### config.mk
export PLATFORM = sky130hd
export DESIGN_NAME = velocity_cell_reader
export DESIGN_NICKNAME = d
export VERILOG_FILES = /design/src/rtl/velocity_cell_reader.sv
export SDC_FILE = /design/constraint.sdc
export NUM_CORES = 1
export LEC_CHECK = 0
export CAP_MARGIN = 10
export CORE_MARGIN = 5
export CORE_UTILIZATION = 30
export DETAILED_ROUTE_END_ITERATION = 7
export PLACE_DENSITY_LB_ADDON = 0.08
export SETUP_SLACK_MARGIN = 0.5
export SLEW_MARGIN = 5
export SYNTH_ARGS = -nofsm -noshare
export SYNTH_HDL_FRONTEND = slang
export SYNTH_SLANG_ARGS = --single-unit
### constraint.sdc
create_clock -name clk -period 10.5 [get_ports clk]
set_input_delay 1.575 -clock clk [delete_from_list [all_inputs] [get_ports clk]]
set_output_delay 1.575 -clock clk [all_outputs]
set_load 0.01 [all_outputs]
### src/rtl/velocity_cell_reader.sv
// velocity_cell_reader
// Read-side controller for one per-cell velocity RAM. Word 0 holds the particle
// count and words 1..N hold {vz, vy, vx} records. On start the count is read and
// clamped, then every record is streamed out over a valid/ready interface. A
// two-entry output FIFO absorbs the 1-cycle RAM latency so that backpressure is
// fully supported and no beat is dropped or duplicated.
//
// Ports
//   clk, rst (sync, active-low)  : clock / reset
//   start                        : 1-cycle stream request, honoured in IDLE only
//   busy, done                   : status; done pulses once per stream
//   count_err                    : sticky, stored count was above PARTICLE_NUM-1
//   particle_count               : clamped record count N
//   mem_address/rden/wren/data/q : single-port RAM port (this block only reads)
//   out_valid/ready/data/index/last : record stream toward the motion pipeline
module velocity_cell_reader #(
  parameter int DATA_WIDTH   = 96,
  parameter int PARTICLE_NUM = 220,
  parameter int ADDR_WIDTH   = 8
) (
  input  logic                  clk,
  input  logic                  rst,
  input  logic                  start,
  output logic                  busy,
  output logic                  done,
  output logic                  count_err,
  output logic [ADDR_WIDTH-1:0] particle_count,
  output logic [ADDR_WIDTH-1:0] mem_address,
  output logic                  mem_rden,
  output logic                  mem_wren,
  output logic [DATA_WIDTH-1:0] mem_data,
  input  logic [DATA_WIDTH-1:0] mem_q,
  output logic                  out_valid,
  input  logic                  out_ready,
  output logic [DATA_WIDTH-1:0] out_data,
  output logic [ADDR_WIDTH-1:0] out_index,
  output logic                  out_last
);

  typedef enum logic [2:0] {
    IDLE    = 3'd0,
    RD_CNT  = 3'd1,
    CAP_CNT = 3'd2,
    STREAM  = 3'd3,
    DONE    = 3'd4
  } state_t;

  localparam logic [ADDR_WIDTH-1:0] MAX_N = ADDR_WIDTH'(PARTICLE_NUM - 1);

  state_t                state_r, state_s;
  // Read pointer is one bit wider so a full 2^ADDR_WIDTH-1 stream cannot wrap.
  logic [ADDR_WIDTH:0]   ptr_r;
  logic                  pend_r;
  logic [ADDR_WIDTH-1:0] pend_idx_r;

  logic [DATA_WIDTH-1:0] fifo_data_r [2];
  logic [ADDR_WIDTH-1:0] fifo_idx_r  [2];
  logic                  fifo_last_r [2];
  logic                  wr_sel_r, rd_sel_r;
  logic [1:0]            occ_r;

  logic [ADDR_WIDTH-1:0] raw_cnt_s, n_cap_s, addr_s;
  logic                  cnt_over_s, rden_s, issue_s, pop_s, push_s;
  logic [2:0]            slots_s;

  assign mem_wren       = 1'b0;
  assign mem_data       = '0;
  assign mem_address    = addr_s;
  assign mem_rden       = rden_s;
  assign busy           = (state_r != IDLE);
  assign done           = (state_r == DONE);
  assign out_valid      = (occ_r != 2'd0);
  assign out_data       = fifo_data_r[rd_sel_r];
  assign out_index      = fifo_idx_r[rd_sel_r];
  assign out_last       = out_valid & fifo_last_r[rd_sel_r];

  assign raw_cnt_s  = mem_q[ADDR_WIDTH-1:0];
  assign cnt_over_s = (raw_cnt_s > MAX_N);
  assign n_cap_s    = cnt_over_s ? MAX_N : raw_cnt_s;
  assign pop_s      = out_valid & out_ready;
  assign push_s     = pend_r;
  // Slots that will be committed after this cycle's pop; never exceeds 2.
  assign slots_s    = 3'(occ_r) + 3'(pend_r) - 3'(pop_s);

  // Next-state and RAM read-issue decode.
  always_comb begin
    state_s = state_r;
    rden_s  = 1'b0;
    issue_s = 1'b0;
    addr_s  = '0;
    case (state_r)
      IDLE: begin
        if (start) state_s = RD_CNT;
        else       state_s = IDLE;
      end
      RD_CNT: begin
        rden_s  = 1'b1;
        state_s = CAP_CNT;
      end
      CAP_CNT: begin
        if (n_cap_s == '0) begin
          state_s = DONE;
        end else begin
          // First record read overlaps the count capture.
          state_s = STREAM;
          rden_s  = 1'b1;
          issue_s = 1'b1;
          addr_s  = ADDR_WIDTH'(1);
        end
      end
      STREAM: begin
        if ((ptr_r <= {1'b0, particle_count}) && (slots_s < 3'd2)) begin
          rden_s  = 1'b1;
          issue_s = 1'b1;
          addr_s  = ptr_r[ADDR_WIDTH-1:0];
        end else begin
          rden_s  = 1'b0;
        end
        if (pop_s && out_last) state_s = DONE;
        else                   state_s = STREAM;
      end
      DONE:    state_s = IDLE;
      default: state_s = IDLE;
    endcase
  end

  // State, count capture, read tracking and output FIFO registers.
  always_ff @(posedge clk) begin
    if (!rst) begin
      state_r        <= IDLE;
      ptr_r          <= '0;
      pend_r         <= 1'b0;
      pend_idx_r     <= '0;
      count_err      <= 1'b0;
      particle_count <= '0;
      wr_sel_r       <= 1'b0;
      rd_sel_r       <= 1'b0;
      occ_r          <= 2'd0;
      for (int i = 0; i < 2; i++) begin
        fifo_data_r[i] <= '0;
        fifo_idx_r[i]  <= '0;
        fifo_last_r[i] <= 1'b0;
      end
    end else begin
      state_r <= state_s;
      pend_r  <= issue_s;
      if (state_r == IDLE && start) begin
        count_err <= 1'b0;
      end
      if (state_r == CAP_CNT) begin
        particle_count <= n_cap_s;
        if (cnt_over_s) count_err <= 1'b1;
      end
      if (issue_s) begin
        ptr_r      <= {1'b0, addr_s} + (ADDR_WIDTH+1)'(1);
        pend_idx_r <= addr_s;
      end
      if (push_s) begin
        fifo_data_r[wr_sel_r] <= mem_q;
        fifo_idx_r[wr_sel_r]  <= pend_idx_r;
        fifo_last_r[wr_sel_r] <= (pend_idx_r == particle_count);
        wr_sel_r              <= ~wr_sel_r;
      end
      if (pop_s) rd_sel_r <= ~rd_sel_r;
      occ_r <= occ_r + 2'(push_s) - 2'(pop_s);
    end
  end

endmodule

After elaboration in Yosys (flattened, before gate mapping)

Memories as Yosys holds them, arrays and structs flattened. A register that Yosys moved wholly into a read port is not among the register bits.
Cells that the tools add are included.

Memories kept: 3
Bits of input ports: 100
RAM bits: 210
Output and inout bits: 223
Register bits after elaboration: 34

Equal/unequal tests: 5
Multiplexer cells: 34
Add/subtract/negate cells: 5
$lt $le $gt $ge: 3
Bitwise operators: 4
Reductions and logical operators: 10

Memory list:

| name        | words | bits a word | read ports | clocked after Yosys merged registers in | write ports | RTL line | source |
|---|---|---|---|---|---|---|---|
| fifo_data_r | 2     | 96          | 1          | 1                                       | 2           | 56       | `logic [DATA_WIDTH-1:0] fifo_data_r [2];` |
| fifo_idx_r  | 2     | 8           | 1          | 1                                       | 2           | 57       | `logic [ADDR_WIDTH-1:0] fifo_idx_r [2];` |
| fifo_last_r | 2     | 1           | 1          | 1                                       | 2           | 58       | `logic fifo_last_r [2];` |

Operator list:

| operator              | count |
|---|---|
| $mux W96              | 1 |
| $reduce_or A96 Y1     | 1 |
| $mux W1               | 24 |
| $mux W8               | 3 |
| $pmux W8 S2           | 1 |
| $pmux W3 S4           | 1 |
| $add A8 B1 Y9 const B | 1 |
| $le A9 B8 Y1          | 1 |
| $eq A8 B8 Y1          | 1 |
| $gt A8 B8 Y1 const B  | 1 |
| $logic_not A8 Y1      | 1 |
| $reduce_or A8 Y1      | 1 |
| $eq A3 B2 Y1 const B  | 2 |
| $mux W3               | 2 |
| $add A2 B1 Y3         | 1 |
| $eq A3 B1 Y1 const B  | 1 |
| $eq A3 B3 Y1 const B  | 1 |
| $logic_and A1 B1 Y1   | 3 |
| $logic_not A3 Y1      | 1 |
| $lt A3 B2 Y1 const B  | 1 |
| $pmux W1 S3           | 1 |
| $reduce_bool A3 Y1    | 1 |
| $sub A3 B1 Y3         | 1 |
| $add A2 B1 Y2         | 1 |
| other kinds (6)       | 8 |

Logic depth before layout (Yosys ltp)

Depth after elaboration: 8
Gate-level depth with buffers: 21
Mapped depth without buffers: 20

Least setup slack after synthesis

No wires, ideal clock.

Kind: input to output
Start: input out_ready
End: output mem_address[0]
Stages: 13
Path buffers: 1
Arrival time: 3.570 ns
Setup slack: 5.355 ns
Cells stage by stage: nand2_1 > inv_1 > ha_1 > inv_1 > ha_1 > inv_1 > fa_1 > xor2_1 > nor4b_4 > o21a_2 > buf_4 > nand2_1 > nand2_1

Word-level cells in the longest chain between the ends: 6

Ends and longest elaborated chain:

| what                | RTL line | source |
|---|---|---|
| start, declared     | 34       | `input logic out_ready,` |
| $and A1 B1 Y1       | 80       | `assign pop_s = out_valid & out_ready;` |
| net pop_s           | 63       | `logic cnt_over_s, rden_s, issue_s, pop_s, push_s;` |
| $sub A3 B1 Y3       | 83       | `assign slots_s = 3'(occ_r) + 3'(pend_r) - 3'(pop_s);` |
| $lt A3 B2 Y1        | 112      | `if ((ptr_r <= {1'b0, particle_count}) && (slots_s < 3'd2)) begin` |
| $logic_and A1 B1 Y1 | 112      |  |
| $mux W8             | 112      |  |
| $pmux W8 S2         | 91       | `case (state_r)` |
| end, declared       | 28       | `output logic [ADDR_WIDTH-1:0] mem_address,` |

The timed path passes the listed nets, and every way through them passes these cells.

Final worst setup path

Same ends and word-level chain as after synthesis.

==> metrics.cfg <==
[cells_and_area]
diodes=0
stdcell_count=1658
fill_cells=3738
multi_input_area_um2=4000
regArea_um2=6990
area_growth_pct=29.6
final_nets=1228
final_common_cell=clkdlybuf4s50_1
layout_common_cells=clkdlybuf4s50_1 (225), and2_1 (209), edfxtp_1 (208)
drive_gt1_frac=0.156

[floorplanning]
ios=323
die_area_um2=42700
coreArea_um2=38500
std_cell_rows=72
initial_utilization=0.302
die_w_um=207
die_y_um=207

[synthesis]
netlist_area_um2=11600
synth_mux_area_frac=0.102
synth-main-ff-cell=edfxtp_1
synthSimpleGateAreaFrac=0.154
synth_fa_ha_area_frac=0.0136
ys_warn_count=0
ys_seq_area_frac=0.602
async_reset_ff_frac=0
synth_seq_cells=245
synth_cell_types=56
synthXorXnorAreaFrac=0.00830
synth_top_family_by_area=simple AND/OR/NAND/NOR gates
syn-instance-count=896
synth_area_per_cell_um2=13.0
synth_edf_count=208
synth_compound_area_frac=0.0338

[timing]
fmax_ghz=0.161
hold_viol_final=0
post-route-period-util=0.592
setup_viol=0
period_needed_ps=6210
final.setup.tns_ps=0
fin_skew_ps=10.1
slew_headroom=0.324
rsz0062_at_grt=false
worst_pin_slew_ps=1010
whs_ps=469
drv_slew=0

[setup_path]
arrival_ps=4640
worstSetupStartpointType=primary input
crit_required_ps=8930
worst-setup-path-type=primary input to primary output
end_kind=primary output
crit_fanout=15

[clocking]
path_clk_slew_ps=60
cts_resized=0
root_buffer=clkbuf_16
clk_latency_ps=540
cts_setup_buffers=0
cts.sinks=245
htree_levels=1
cts_made_buffers=30
cts_tree=yes
clockBufferDepth=3
cts_hold_buf=0

[global_routing]
antenna_found_initial=0
use_met2=0.212
grt-ovfl-total=0
track_usage=0.133
grt_pass1_vias=7044
globalRouteMet1Util=0.185
grt_use_met3=0.0300
grt_max_degree=78
grt_busiest_layer=met2
grt_first_pass_wirelength_um=43800

[placed_design]
dp_cells=1602
port_buffers=225
gp_congestion=0.761
dp_hpwl_um=18900

[drt]
num_vias=7022
drt_iter0_markers=270
ant_nets=0
wirelength_um=30000
viasPerCell=4.24
wire_per_inst_um=18.1
drc=0
first_pass_iters=4

[power]
ir_worst_vdd_mv=0.116
p_leak_nw=5.75
power.density_nw_per_um2=194

[min_path]
min_path_type=register to register

[job]
maxCapViolCount=0

[outcome]
status=finished, final reports clean

[final timing paths]
check                       from        endpoint  slack (ps)  depth (start not counted)
hold reg to reg   fifo_last_r[0]  fifo_last_r[0]         470                          2
setup reg to reg        occ_r[1]        ptr_r[6]        6590                         19
hold / removal    fifo_last_r[0]  fifo_last_r[0]         470                          2
setup / recovery       out_ready  mem_address[0]        4290                         14
[cell families after synthesis]
| group | count (synthesis) |
|---|---|
| mux | 105 |
| buf+inv | 167 |
| xor+xnor | 11 |
| simple gates | 300 |
| flops | 245 |
| compound gates | 55 |
| fa+ha+maj | 12 |
| other cells | 1 |
[cell usage after synthesis, types with 9 or more instances]
master    number  area share
and2_1       209        0.11
edfxtp_1     208        0.54
mux2_2       104        0.10
buf_4         99       0.064
dfxtp_1       37       0.064
clkbuf_1      30      0.0097
inv_1         28      0.0091
nand2_1       28      0.0091
a21oi_1       21      0.0091
nor2_1        20      0.0065
nand3_1       14      0.0060
ha_1          11       0.012
xor2_1        10      0.0075
buf_2          9      0.0039
[where the power goes]
part           leakage (nW)  internal, W  switching, W
clock                 0.496     0.000629      0.000407
combinational          2.80     0.000390      0.000317
sequential             2.46      0.00112     0.0000541
[per-layer routing]
metal / routed length, µm / share of wire
met1: 13700 / 0.46
met5: 0 / 0
met3: 1990 / 0.066
met4: 500 / 0.017
met2: 13900 / 0.46
[registers in the layout (all words and copies together) (netlist names), named ones only]
signal          cells
rd_sel_r            1
fifo_idx_r         16
pend_idx_r          8
pend_r              1
particle_count      8
ptr_r               9
occ_r               2
count_err           1
wr_sel_r            1
state_r             3
fifo_data_r       192
fifo_last_r         2
[per-stage QoR]
step / utilization / setup slack [ps] / area [µm²] / total power (W)
finish: 0.391 / 4290 / 15000 / 0.00292
global route: 0.391 / 4090 / 15000 / 0.00306
CTS: 0.391 / 4270 / 15000 / 0.00297
detailed placement: 0.365 / 4280 / 14000 / 0.00192
global placement: 0.365 / 4290 / 14000 / 0.00192
floorplan: - / 5360 / 12000 / 0.00157
[worst max-delay path, stage by stage]
cell	delay (ps)
clkdlybuf4s50_1	390
nand2_1	110
inv_1	60
ha_1	260
inv_1	50
ha_1	130
inv_1	50
fa_1	370
xor2_1	180
nor4b_4	300
o21a_2	380
nand2_1	120
nand2_1	110
clkdlybuf4s50_1	550
[cell type report]
class,count,share of cell area
clock buffer,40,0.0580
clock inverter,16,0.00865
inverter,28,0.00699
multi-input combinational,580,0.266
sequential,245,0.465
tap,518,0.0431
timing repair buffer,231,0.153
Power figures use the tool's default switching activity.
